[src/rtl/taillight_sequencer.sv]
// Tail-light sequencer: prescaled step FSM driving three-lamp left/right turn sequences,
// hazard blink and brake override.
module taillight_sequencer #(
    parameter int unsigned TICK_DIV = 4
) (
    input  logic       clk,
    input  logic       reset,
    input  logic       L,
    input  logic       R,
    input  logic       H,
    input  logic       B,
    output logic       LC,
    output logic       LB,
    output logic       LA,
    output logic       RA,
    output logic       RB,
    output logic       RC,
    output logic [2:0] y,
    output logic       tick
);

    typedef enum logic [2:0] {
        StIdle = 3'b000,
        StL1   = 3'b001,
        StL2   = 3'b010,
        StL3   = 3'b011,
        StR1   = 3'b100,
        StR2   = 3'b101,
        StR3   = 3'b110,
        StHaz  = 3'b111
    } state_e;

    localparam logic [7:0] CntMax = 8'(TICK_DIV - 1);

    state_e     r_state;
    state_e     w_state_d;
    logic [7:0] r_cnt;
    logic       r_b_q;
    logic       w_tick;
    logic       w_hz;
    logic [2:0] w_left;
    logic [2:0] w_right;

    assign w_tick = (r_cnt == CntMax);
    assign w_hz   = H | (L & R);

    always_ff @(posedge clk) begin
        if (reset) begin
            r_cnt   <= 8'd0;
            r_b_q   <= 1'b0;
            r_state <= StIdle;
        end else begin
            r_cnt   <= w_tick ? 8'd0 : r_cnt + 8'd1;
            r_b_q   <= B;
            r_state <= w_state_d;
        end
    end

    // Sequences run to completion regardless of L/R; only hz can cut them short.
    always_comb begin
        w_state_d = r_state;
        if (w_tick) begin
            unique case (r_state)
                StIdle: begin
                    if (w_hz)   w_state_d = StHaz;
                    else if (L) w_state_d = StL1;
                    else if (R) w_state_d = StR1;
                end
                StL1:    w_state_d = w_hz ? StHaz : StL2;
                StL2:    w_state_d = w_hz ? StHaz : StL3;
                StL3:    w_state_d = w_hz ? StHaz : StIdle;
                StR1:    w_state_d = w_hz ? StHaz : StR2;
                StR2:    w_state_d = w_hz ? StHaz : StR3;
                StR3:    w_state_d = w_hz ? StHaz : StIdle;
                StHaz:   w_state_d = StIdle;
                default: w_state_d = StIdle;
            endcase
        end
    end

    // A side that is not sequencing shows the registered brake level.
    always_comb begin
        w_left  = r_b_q ? 3'b111 : 3'b000;
        w_right = r_b_q ? 3'b111 : 3'b000;
        unique case (r_state)
            StL1:    w_left  = 3'b001;
            StL2:    w_left  = 3'b011;
            StL3:    w_left  = 3'b111;
            StR1:    w_right = 3'b100;
            StR2:    w_right = 3'b110;
            StR3:    w_right = 3'b111;
            StHaz: begin
                w_left  = 3'b111;
                w_right = 3'b111;
            end
            default: ;
        endcase
    end

    assign {LC, LB, LA} = w_left;
    assign {RA, RB, RC} = w_right;
    assign y            = r_state;
    assign tick         = w_tick;

endmodule

[config.mk]
export PLATFORM = sky130hd
export DESIGN_NAME = taillight_sequencer
export DESIGN_NICKNAME = d
export VERILOG_FILES = /design/src/rtl/taillight_sequencer.sv
export SDC_FILE = /design/constraint.sdc
export NUM_CORES = 1
export LEC_CHECK = 0
export ABC_CLOCK_PERIOD_IN_PS = 2500
export CORE_ASPECT_RATIO = 1.5
export CORE_MARGIN = 3
export CORE_UTILIZATION = 30
export CTS_CLUSTER_DIAMETER = 150
export CTS_CLUSTER_SIZE = 28
export DETAILED_ROUTE_END_ITERATION = 16
export PLACE_DENSITY_LB_ADDON = 0.2
export SETUP_SLACK_MARGIN = 0.02
export SYNTH_ARGS = -nofsm -noshare
export SYNTH_HDL_FRONTEND = slang
export SYNTH_SLANG_ARGS = --single-unit
export TNS_END_PERCENT = 30
[constraint.sdc]
create_clock -name clk -period 2.5 [get_ports clk]
set_input_delay 0.5 -clock clk [delete_from_list [all_inputs] [get_ports clk]]
set_output_delay 0.5 -clock clk [all_outputs]
set_load 0.02 [all_outputs]
==> impl_metrics.toml <==
[route]
drc = 0
first_pass_iters = 3
ant_nets = 0
post_drt_via_cell_ratio = 5.216
routed-via-count = 579
wirelength_mm = 1.345
drt_iter0_markers = 4
wl_per_cell_um = 12.12

[timing]
finalCritPeriodShare_pct = 93.61
period_needed_ps = 2340
tightest_slew_ps = 487.2
tns_ps = 0
timing.fmax_mhz = 427.3
rsz0062_at_grt = "true"
hold_slack_ps = 477.8
finalSetupViolCount = 0
finalMaxSlewViolations = 0
clock-skew-final_ps = 0.3938
relSlewSlack_pct = 67.27
hold_viol_final = 0

[grt]
antenna_found_initial = 0
track_usage_pct = 11.69
grt_max_degree = 14
grt_pass1_wl_mm = 2.415
grt_overflow = 0
grt_pass1_vias = 583

[clock_network]
clkSinkCount = 12
cts_tree = "yes"
cts_hold_buffers = 0
clkTransAtPathRegs_ps = 60
cts-root-buf = "clkbuf_4"
clock_latency_ps = 260
htree_levels = 1
clockBufferDepth = 2
cts_resized = 1
cts_buffers = 3
post_cts_buffers = 0

[finish]
nFillCells = 202
ff_latch_area_sq_um = 244.0
nets = 99
drive_above_1_share_pct = 14.44
diodes = 0
multi_input_area_sq_um = 364.1
area_growth_pct = 30.24

[worst_setup_path]
crit_path_end = "tick"
cp-startpoint = "r_cnt[0]"
reg2reg_depth = 5
reg2reg_to = "y[1]"
path_class = "register to primary output"
rrSetupSlack_ps = 730
crit_path_max_fanout = 5
cp_top_family = "simple AND/OR/NAND/NOR gates"
critPathLaunchType = "register"
r2r-start = "r_cnt[0]"
cp-end-kind = "primary output"
cp_slowest_cell = "or4b_4"
cp.depth = 4
cp.required_ps = 2000
crit_arrival_ps = 1840
crit_chain = "ha_1 -> or4b_4 -> nor2_1 -> dlygate4sd2_1"
max_stage_delay_ps = 490
worstPathBufferInverterCount = 1

[power_and_ir_drop]
intPower_uw = 335.4
pwr-share-comb_pct = 30.9
powerDensity_nw_per_um2 = 590.0
clock_power_share_pct = 22.6
ir_drop_v = 0.0003065
swShare_pct = 31.05
switching_power_uw = 151.1
power_uw = 486.5
p_leak_nw = 0.3250
power_frac_seq_pct = 46.5

[logic_synthesis]
syn-cell-area_sq_um = 633.1
synth_top_family_by_area = "simple AND/OR/NAND/NOR gates"
synth_compound_area_share_pct = 16.40
synthTopCellsByArea = "dfxtp_1 38%, nor2_1 7.7%, xor2_1 6.9%"
yosys.area_share.adder_pct = 3.557
yosysTopAreaCell = "dfxtp_1"
synth.distinct_cells = 31
yosys_warnings = 0
ys_seq_area_share_pct = 37.94
async_flop_share_pct = 0
synthMuxAreaShare_pct = 3.360
syn_nets = 82
synthCells = 75
ys_dominant_reg_cell = "dfxtp_1"
postSynthAreaPerCell_sq_um = 8.441
synth_xor_area_share_pct = 8.300
synth_seq_cells = 12
synth-simple-area-share_pct = 25.89
synth_edf_count = 0
yosys.area.top_type_share_pct = 37.94

[die]
fp.dieH_um = 62.26
core_area_sq_um = 1926
die-area_sq_um = 2709
num_rows = 19
fp.dieW_um = 43.51
start_util_pct = 32.88
top_level_ports = 16

[job]
maxCapViolCount = 0

[placed_design]
io_buffers = 15
hpwlAfterDp_um = 996.9
gp_congestion = 0.7358

[hold_path]
hp-class = "register to register"

[outcome]
status = "complete, no violations"
==> power groups by stage <==
stage	sequential (mW)	clock, mW	combinational [mW]
after floorplan	0.223	0	0.0976
after global placement	0.228	0	0.151
after detailed placement	0.229	0	0.152
after CTS	0.225	0.117	0.153
after global routing	0.230	0.128	0.167
final	0.226	0.110	0.150
==> cell usage in the layout, fill, tap and decap left out <==
cell             instances
and3_2                   1
or3_1                    1
a21o_1                   1
ha_1                     1
inv_1                    3
nor2b_1                  1
and3_1                   1
or4b_4                   1
clkbuf_4                 3
nand2b_1                 1
clkdlybuf4s50_1         14
buf_4                    1
xor2_1                   5
dfxtp_1                  9
a21oi_1                  4
or2_2                    2
or2_1                    1
o21ai_0                  4
a31oi_1                  2
dfxtp_2                  3
nor2_1                  13
nand3_1                  5
a211oi_1                 1
xnor2_1                  1
o31ai_1                  1
maj3_1                   1
and4b_1                  1
a311oi_1                 1
mux2_2                   1
a211oi_4                 1
nor3_1                   3
dlygate4sd2_1            1
mux2i_1                  1
==> cell usage after synthesis, types with 2 or more instances <==
cell type  count
o21ai_0        4
nor3_1         3
inv_1          3
a21oi_1        4
a31oi_1        2
nand3_1        5
dfxtp_1       12
or2_2          2
xor2_1         5
clkbuf_1       2
nor2_1        13
==> flip-flops by register name, summed over array words and instances (netlist names) <==
register  cells
y             3
r_cnt         8
r_b_q         1
==> metrics by stage <==
stage	setup slack [ps]	utilization [%]	std cells	cell area, sq um
global placement	175.6	41.52	108	799.5
detailed placement	163.5	41.52	108	799.5
CTS	20.69	42.63	111	820.8
global route	10.90	42.82	111	824.5
finish	159.7	42.82	111	824.5
floorplan	378.4	-	75	633.1
==> worst min-delay path by stage <==
stage | startpoint | end | cells past startpoint
6_report | r_cnt[0] | r_cnt[0] | 1
3_5_place_dp | r_cnt[0] | r_cnt[0] | 1
3_3_place_gp | r_cnt[0] | r_cnt[0] | 1
5_1_grt | r_cnt[0] | r_cnt[0] | 1
2_1_floorplan | r_cnt[0] | r_cnt[0] | 1
4_1_cts | r_cnt[0] | r_cnt[0] | 1
==> kinds of logic (layout without fill, tap and decap cells) <==
logic type / after synthesis / after routing
mux: 2 / 2
fa+ha+maj: 2 / 2
compound gates: 15 / 15
buf+inv: 7 / 22
flops: 12 / 12
simple gates: 31 / 31
xor+xnor: 6 / 6
==> layer usage <==
metal,global-route usage (%),share of wire (%),wire length (um),vias to the layer above
li1,-,-,-,292
met1,12.72,41,552,267
met2,19.26,52,706,16
met3,2.601,4.1,55,4
met4,7.925,2.3,31,0
met5,0,0,0,-
==> cell type report <==
cell class                 instances  area share (%)
multi-input combinational         56           44.16
timing repair buffer              16           18.97
sequential                        12           29.59
tap                               21           3.187
clock buffer                       3           2.731
inverter                           3           1.366
No activity file was read; power rests on OpenSTA's default activity.
